--- src/rtl/dvfs_budget_arbiter.sv ---
// dvfs_budget_arbiter
//
// Shares one global power budget and one voltage-regulator command port
// among NUM_SM per-SM DVFS controllers. A pointer scans the SMs round-robin
// at one SM per cycle. Each scan can shed a level (over budget), step up
// (within budget), or step down (the request is below the grant). Every
// change is one level and goes through a vr_req/vr_ack handshake before the
// grant and the committed power total are updated.
//
// Optional feature macro: DVFS_ARB_TIMEOUT_EN
//   defined   : VR_WAIT is bounded by TIMEOUT cycles. An unacked command is
//               dropped and vr_timeout_err sets until reset.
//   undefined : VR_WAIT waits for vr_ack indefinitely; vr_timeout_err is 0.
//
// Ports
//   clk, rst_n      clock, asynchronous active-low reset
//   sm_dvfs_req     requested level per SM, SM i at [2i+1:2i]
//   global_budget   power budget, sampled every cycle
//   vr_ack          VR accepted the pending command
//   sm_dvfs_grant   granted level per SM, same packing as sm_dvfs_req
//   vr_req          VR command valid
//   vr_sm           SM index of the pending command
//   vr_level        target level of the pending command
//   committed       NUM_SM*BASE_COST + LVL_COST*sum(grants), registered
//   vr_timeout_err  sticky VR no-ack error
module dvfs_budget_arbiter #(
  parameter int          NUM_SM    = 4,
  parameter logic [15:0] BASE_COST = 16'd40,
  parameter logic [15:0] LVL_COST  = 16'd30,
  parameter logic [7:0]  TIMEOUT   = 8'd64
) (
  input  logic                  clk,
  input  logic                  rst_n,
  input  logic [2*NUM_SM-1:0]   sm_dvfs_req,
  input  logic [15:0]           global_budget,
  input  logic                  vr_ack,
  output logic [2*NUM_SM-1:0]   sm_dvfs_grant,
  output logic                  vr_req,
  output logic [3:0]            vr_sm,
  output logic [1:0]            vr_level,
  output logic [19:0]           committed,
  output logic                  vr_timeout_err
);

  localparam int          PTR_W      = $clog2(NUM_SM);
  localparam logic [19:0] LVL20      = {4'b0, LVL_COST};
  localparam logic [19:0] BASE20     = {4'b0, BASE_COST};
  localparam logic [19:0] COMMIT_RST = 20'(NUM_SM) * BASE20;

  typedef enum logic {
    SCAN    = 1'b0,
    VR_WAIT = 1'b1
  } state_t;

  state_t             state_q, state_d;
  logic [PTR_W-1:0]   ptr_q, ptr_d, ptr_next;
  logic [PTR_W-1:0]   vr_sm_q, vr_sm_d;
  logic [1:0]         vr_level_q, vr_level_d;
  logic               vr_up_q, vr_up_d;
  logic [1:0]         grant_q [NUM_SM];
  logic [1:0]         grant_d [NUM_SM];
  logic [1:0]         req_a   [NUM_SM];
  logic [19:0]        committed_q, committed_d;
  logic [19:0]        budget20;
  logic [1:0]         cur_grant, cur_req, tgt;
  logic               act, up, over_budget, headroom;

`ifdef DVFS_ARB_TIMEOUT_EN
  localparam logic [7:0] TO_LAST = TIMEOUT - 8'd1;
  logic [7:0] cnt_q, cnt_d;
  logic       err_q, err_d;
`endif

  always_comb begin
    for (int unsigned i = 0; i < NUM_SM; i++) begin
      req_a[i] = sm_dvfs_req[2*i +: 2];
    end
  end

  always_comb begin
    sm_dvfs_grant = '0;
    for (int unsigned i = 0; i < NUM_SM; i++) begin
      sm_dvfs_grant[2*i +: 2] = grant_q[i];
    end
  end

  assign budget20    = {4'b0, global_budget};
  assign cur_grant   = grant_q[ptr_q];
  assign cur_req     = req_a[ptr_q];
  assign over_budget = committed_q > budget20;
  assign headroom    = (committed_q + LVL20) <= budget20;
  assign ptr_next    = (ptr_q == PTR_W'(NUM_SM - 1)) ? '0 : ptr_q + PTR_W'(1);

  // State register and all datapath registers
  always_ff @(posedge clk or negedge rst_n) begin
    if (!rst_n) begin
      state_q     <= SCAN;
      ptr_q       <= '0;
      vr_sm_q     <= '0;
      vr_level_q  <= '0;
      vr_up_q     <= 1'b0;
      committed_q <= COMMIT_RST;
      for (int unsigned i = 0; i < NUM_SM; i++) begin
        grant_q[i] <= '0;
      end
`ifdef DVFS_ARB_TIMEOUT_EN
      cnt_q       <= '0;
      err_q       <= 1'b0;
`endif
    end else begin
      state_q     <= state_d;
      ptr_q       <= ptr_d;
      vr_sm_q     <= vr_sm_d;
      vr_level_q  <= vr_level_d;
      vr_up_q     <= vr_up_d;
      committed_q <= committed_d;
      for (int unsigned i = 0; i < NUM_SM; i++) begin
        grant_q[i] <= grant_d[i];
      end
`ifdef DVFS_ARB_TIMEOUT_EN
      cnt_q       <= cnt_d;
      err_q       <= err_d;
`endif
    end
  end

  // Next-state logic: scan decision, handshake completion, optional watchdog
  always_comb begin
    state_d     = state_q;
    ptr_d       = ptr_q;
    vr_sm_d     = vr_sm_q;
    vr_level_d  = vr_level_q;
    vr_up_d     = vr_up_q;
    committed_d = committed_q;
    grant_d     = grant_q;
    tgt         = cur_grant;
    act         = 1'b0;
    up          = 1'b0;
`ifdef DVFS_ARB_TIMEOUT_EN
    cnt_d       = cnt_q;
    err_d       = err_q;
`endif

    case (state_q)
      SCAN: begin
        // Priority: shed, then step up, then step down
        if (over_budget && (cur_grant != 2'd0)) begin
          act = 1'b1;
          tgt = cur_grant - 2'd1;
        end else if ((cur_req > cur_grant) && headroom) begin
          act = 1'b1;
          up  = 1'b1;
          tgt = cur_grant + 2'd1;
        end else if (cur_req < cur_grant) begin
          act = 1'b1;
          tgt = cur_grant - 2'd1;
        end

        if (act) begin
          vr_sm_d    = ptr_q;
          vr_level_d = tgt;
          vr_up_d    = up;
          state_d    = VR_WAIT;
`ifdef DVFS_ARB_TIMEOUT_EN
          cnt_d      = '0;
`endif
        end else begin
          ptr_d = ptr_next;
        end
      end

      VR_WAIT: begin
        if (vr_ack) begin
          grant_d[vr_sm_q] = vr_level_q;
          committed_d      = vr_up_q ? committed_q + LVL20 : committed_q - LVL20;
          ptr_d            = ptr_next;
          state_d          = SCAN;
`ifdef DVFS_ARB_TIMEOUT_EN
        // An ack in the expiry cycle takes the branch above, so ack wins
        end else if (cnt_q == TO_LAST) begin
          ptr_d   = ptr_next;
          state_d = SCAN;
          err_d   = 1'b1;
        end else begin
          cnt_d = cnt_q + 8'd1;
`endif
        end
      end

      default: state_d = SCAN;
    endcase
  end

  assign vr_req    = (state_q == VR_WAIT);
  assign vr_sm     = 4'(vr_sm_q);
  assign vr_level  = vr_level_q;
  assign committed = committed_q;

`ifdef DVFS_ARB_TIMEOUT_EN
  assign vr_timeout_err = err_q;
`else
  // TIMEOUT only matters when the watchdog is built in
  assign vr_timeout_err = 1'b0 & (TIMEOUT != 8'd0);
`endif

endmodule

--- config.mk ---
export PLATFORM = sky130hd
export DESIGN_NAME = dvfs_budget_arbiter
export DESIGN_NICKNAME = d
export VERILOG_FILES = /design/src/rtl/dvfs_budget_arbiter.sv
export SDC_FILE = /design/constraint.sdc
export NUM_CORES = 1
export LEC_CHECK = 0
export ABC_AREA = 1
export CAP_MARGIN = 10
export CORE_AREA = 2 2 91 102
export CTS_CLUSTER_DIAMETER = 100
export DETAILED_ROUTE_END_ITERATION = 7
export DIE_AREA = 0 0 93 104
export PLACE_DENSITY = 0.64
export SYNTH_ARGS = -nofsm -noshare
export SYNTH_HDL_FRONTEND = slang
export SYNTH_SLANG_ARGS = --single-unit
--- constraint.sdc ---
create_clock -name clk -period 3.6 [get_ports clk]
set_input_delay 1.08 -clock clk [delete_from_list [all_inputs] [get_ports clk]]
set_output_delay 1.08 -clock clk [all_outputs]
set_load 0.02 [all_outputs]
After elaboration in Yosys (flattened, before gate mapping) --
Index checks and enable logic that the tools add are counted.
Word-level totals: word-level logic and storage cells 61, register bits after elaboration 36
Cells by class: bitwise gates (word level) 3, $add $sub $neg 5, muxes and demuxes 26, equality and inequality tests 3, reduce and logical (&&, ||, !) cells 7, $lt $le $gt $ge 7
Operators with widths (count):
- 2-bit two-way mux | 11
- 20-bit by 5-bit adder with 20-bit output (second input constant) | 1
- 20-bit by 16-bit greater-than comparator with 1-bit output | 1
- 20-bit by 16-bit less-or-equal comparator with 1-bit output | 1
- 20-bit two-way mux | 1
- 20-bit by 5-bit subtractor with 20-bit output (second input constant) | 1
- 2-bit binary-select mux with 2-bit select | 2
- 8-bit bitwise mux | 1
- 1-bit two-way mux | 8
- 3-bit >= comparator (second input constant) | 2
- 2-bit NOT with 3-bit output | 2
- 2-bit AND reduction | 3
- 2-bit by 1-bit adder with 2-bit output (second input constant) | 2
- 2-bit demux with 2-bit select | 1
- 2-bit != test (second input constant) | 2
- 2-bit one-hot mux with 2 select lines | 1
- 1-bit logical AND | 3
- 3-bit by 1-bit < comparator with 1-bit output (second input constant) | 1
- 2-bit equality test (second input constant) | 1
- 2-bit greater-than comparator | 1
- 2-bit < comparator | 1
- 1-bit one-hot mux with 2 select lines | 1
- 2-bit nonzero test | 1
- 2-bit by 1-bit subtractor with 2-bit output (second input constant) | 1
- 1-bit NOT | 1

Depth between registers and ports, before layout --
depth in word-level cells 11, mapped depth 22

Least setup slack after synthesis --
OpenSTA, ideal clock, no wires.
path kind reg2reg, start point reg committed_q[1] (netlist: committed[1]), end point reg vr_level_q[0] (netlist: vr_level[0]), path buffers 1, cell stages (with the launch flop) 22, setup slack 755 ps, clock period less this slack 2845 ps, arrival time 2717 ps, cell sequence dfrtp_1 > inv_2 > ha_1 > nand2_2 > nand2_1 > nor3_1 > nand2_1 > nand2_1 > o21ai_0 > ha_1 > nand2_1 > nor2_1 > nand2_1 > nor2_1 > nand4_1 > nand2_1 > nand3_2 > nand3_1 > nand2_2 > buf_6 > nand2_1 > o21ai_2
Between the ends: longest elaborated chain between the ends 7, elaborated cells on any way between the ends 11
RTL lines:
- start, declared | line 63 | logic [19:0] committed_q, committed_d;
- start signal, assigned | line 116 | committed_q <= committed_d;
- 20-bit by 5-bit adder with 20-bit output | line 91 | assign headroom = (committed_q + LVL20) <= budget20;
- 20-bit by 16-bit less-or-equal comparator with 1-bit output | line 91
- 1-bit logical AND | line 150 | end else if ((cur_req > cur_grant) && headroom) begin
- 1-bit two-way mux | line 150
- 1-bit two-way mux | line 147 | if (over_budget && (cur_grant != 2'd0)) begin
- 1-bit two-way mux | line 144 | case (state_q)
- 2-bit AND reduction (no source line)
- end signal, assigned | line 114 | vr_level_q <= vr_level_d;
- end, declared | line 58 | logic [1:0] vr_level_q, vr_level_d;
Parallel ways exist; a longest one is shown, timed or not. The select of a mux whose other input is x is not followed. A chain may end at the register's enable or synchronous reset.

Final worst setup path --
start point reg committed_q[1] (netlist: committed[1]), end point reg vr_level_q[1] (netlist: vr_level[1])
The elaborated chain is that of the path after synthesis.

==> flow_summary.yaml <==
timing:
  worst_pin_slew_ns: 0.7281
  maxClockFrequency_mhz: 320.9
  relSlewSlack: 0.5141
  finalHoldViolCount: 0
  final.period_utilization: 0.8657
  clock-skew-final_ns: 0.008829
  rsz0062_at_grt: "false"
  timing_max_transition_violations_final: 0
  timing.setup.tns_ns: 0
  finalWorstPathRequiredPeriod_ns: 3.117
  final-setup-viol-count: 0
floorplan:
  x_dimension_of_the_die_um: 93
  die_area_um2: 9672
  floorplan.core_area_um2: 8648
  die_h_um: 104
  starting_utilization_of_the_core_area: 0.3929
  std_cell_rows: 36
  floorplan.io_pins: 63
clocking:
  clkSinkCount: 35
  cts.htree.levels: 2
  tritoncts.num_buffers: 5
  post-cts-setup-buffers: 0
  cts.path.max_buffers: 2
  clk_latency_ns: 0.29
  cts-hold-fix-buffers: 0
  clkTransAtPathRegs_ns: 0.08
  cts_tree: "done"
  cell_at_the_root_of_the_clock_tree: "clkbuf_8"
drt:
  drt_pass1_iterations: 4
  route.top_layer_used: "met4"
  viasPerCell: 4.925
  wirelength_met1_um: 4182
  drc: 0
  wl_per_cell_um: 13.32
  number_of_drc_markers_in_iteration_0: 150
  route.final.wire_length_um: 9113
  detailroute.wirelength.met3_um: 414
  met2RoutedLength_um: 4431
  drt.antenna.violating_nets: 0
  routed_vias: 3369
logic_synthesis:
  netlist_area_um2: 3398
  seq_area_frac_synth: 0.2585
  synth_warnings: 0
  yosysUniqueCellTypes: 37
  yosys_register_bits: 35
  synthesis.instances: 515
  synth.avg_cell_area_um2: 6.599
power:
  p_sw_mw: 1.845
  power.clock.fraction: 0.103
  seq_power_share: 0.240
  peakVddDrop_mv: 0.4196
  p_int_mw: 1.733
  power-per-cell-area_nw_per_um2: 854.5
  total_power_mw: 3.579
  pwr-share-comb: 0.657
  power.static_leakage_nw: 2.100
  switching_share: 0.5156
global_routing:
  antenna_found_initial: 0
  largest_net_degree_at_the_start_of_global_routing: 36
  grt_first_pass_wirelength_um: 15610
  globalRouteTotalUtil: 0.1955
  grt_pass1_vias: 3385
  grt_remaining_overflow: 0
place:
  place_inst: 676
  place.detailed.hpwl_um: 7110
  placedInstanceArea_um2: 4063
  globalplace.congestion: 0.9196
  placement.io_buffers: 58
run:
  max_cap_viol_count: 0
worst_setup_path:
  worst-endpoint-arrival_ns: 3.31
  setup_crit_path_kind: "reg -> reg"
  critical_path_peak_fanout: 12
  critPathRequiredTime_ns: 3.79
  worst_setup_path_end_kind: "flop"
  setup.worst_path.start_class: "flop"
run_status:
  run_status: "complete, no violations"
final_layout:
  layoutNonFillerInstCount: 684
  area_delta_synth_final_pct: 23.23
  finish.utilization: 0.4842
  drive_above_1_share: 0.06491
  final_nets: 632
  n_antenna_cell: 0
  finish.instance_area_um2: 4188
min_path:
  holdCritPathClass: "reg -> reg"
cells in the mapped netlist (all sizes together):
library cell  number  area share
nor2              60       0.071
nand3             36       0.054
nand2            133        0.15
a31oi              1      0.0018
o211ai             4      0.0088
nor3               6       0.010
xnor2              1      0.0026
dfrtp             33        0.24
xor2              19       0.049
a21o               1      0.0022
a22oi              1      0.0022
clkbuf             7      0.0077
a32oi              1      0.0026
o21bai             1      0.0022
conb               1      0.0011
a21oi             29       0.043
o311ai             1      0.0026
inv               72       0.080
clkinv             1      0.0011
buf               13       0.026
o221ai             1      0.0026
o21ai             42       0.065
dfstp              2       0.015
nand4              7       0.013
ha                36        0.13
or2                2      0.0037
o22ai              3      0.0055
a32o               1      0.0029
final timing paths:
check,from,endpoint,slack (ns),depth (start not counted)
worst max-delay path,committed[1],vr_level[1],0.48,22
worst min-delay path,vr_req,vr_up_q,0.51,1
worst max register to register,committed[1],vr_level[1],0.48,22
worst min register to register,vr_req,vr_up_q,0.51,1
max in group asynchronous,rst_n,committed[2],2.03,2
min in group asynchronous,rst_n,committed[12],1.22,2
cell type report:
class,instances,area [µm²]
fillers,897,4461
flip-flops and latches,35,880.8
multi-input cells,390,2152
repair buffers,64,625.6
clock buffers,5,68.82
clock inverters,3,43.79
inverters,73,274.0
well taps,114,142.6
power by group through the flow:
stage / Clock, mW / Sequential, mW / Combinational (mW)
global route: 0.400 / 0.900 / 2.65
CTS: 0.382 / 0.858 / 2.34
global placement: 0 / 0.864 / 2.29
detailed placement: 0 / 0.861 / 2.33
floorplan: 0 / 0.957 / 1.50
finish: 0.369 / 0.860 / 2.35
cells by family (layout without fill, tap and decap cells):
group,Yosys count,count (layout),share of synthesized area
buf+inv,93,145,0.1145
xor+xnor,20,20,0.05155
compound gates,86,86,0.1414
other cells,1,4,0.001104
simple gates,244,244,0.3004
fa+ha+maj,36,36,0.1325
flops,35,35,0.2585
worst max-delay path, cell delays in order (launching register included):
cell,delay [ns]
dfrtp_2,0.42
inv_2,0.08
ha_1,0.26
nand2_2,0.11
nand2_1,0.13
nor3_2,0.15
nand2_1,0.10
nand2_1,0.07
o21ai_0,0.14
ha_1,0.33
nand2_1,0.05
nor2_1,0.19
nand2_1,0.07
nor2_1,0.13
a21oi_1,0.08
nand2_1,0.07
nand2_1,0.09
nand3_2,0.11
nand3_1,0.11
nand2_4,0.16
inv_1,0.06
nand2_1,0.07
nand2_1,0.04
registers in the layout, indices dropped and copies added (netlist names):
| signal | flops |
|---|---|
| committed | 19 |
| ptr_q | 2 |
| sm_dvfs_grant | 8 |
| vr_level | 2 |
| vr_req | 1 |
| vr_sm_q | 2 |
| vr_up_q | 1 |
cell usage in the layout, fill, tap and decap left out, types with 2 or more instances in the layout:
cell type	synthesis	layout
nand2_1	131	131
inv_1	69	69
clkdlybuf4s50_1	0	58
nor2_1	54	54
ha_1	36	36
nand3_1	35	35
o21ai_0	33	33
dfrtp_1	33	31
a21oi_1	29	29
xor2_1	19	19
nand4_1	7	7
nor2_2	6	6
o21ai_1	6	6
buf_4	7	6
clkbuf_8	0	5
nor3_1	5	4
o211ai_1	4	4
conb_1	1	4
inv_2	3	3
o22ai_1	3	3
o21ai_2	3	3
nor3_2	1	2
or2_2	2	2
dfrtp_2	0	2
dfstp_2	2	2
stage by stage:
step | hold WS, ns | setup slack [ns]
after detailed placement | 0.5020 | 0.2681
after global routing | 0.5398 | 0.05610
after global placement | 0.4978 | 0.3452
after CTS | 0.5173 | 0.3415
final | 0.5061 | 0.4835
after floorplan | 0.5544 | 0.7546
repair_timing:
action | in CTS | in global routing
setup endpoints to repair | 0 | 8
resized for setup | 0 | 4
endpoints found under the hold margin | 0 | 0
routing by layer:
layer	track usage	vias to the layer above
li1	-	1758
met1	0.2586	1519
met2	0.3401	84
met3	0.02246	8
met4	0.04307	0
met5	0	-
No activity file was read; power rests on OpenSTA's default activity.
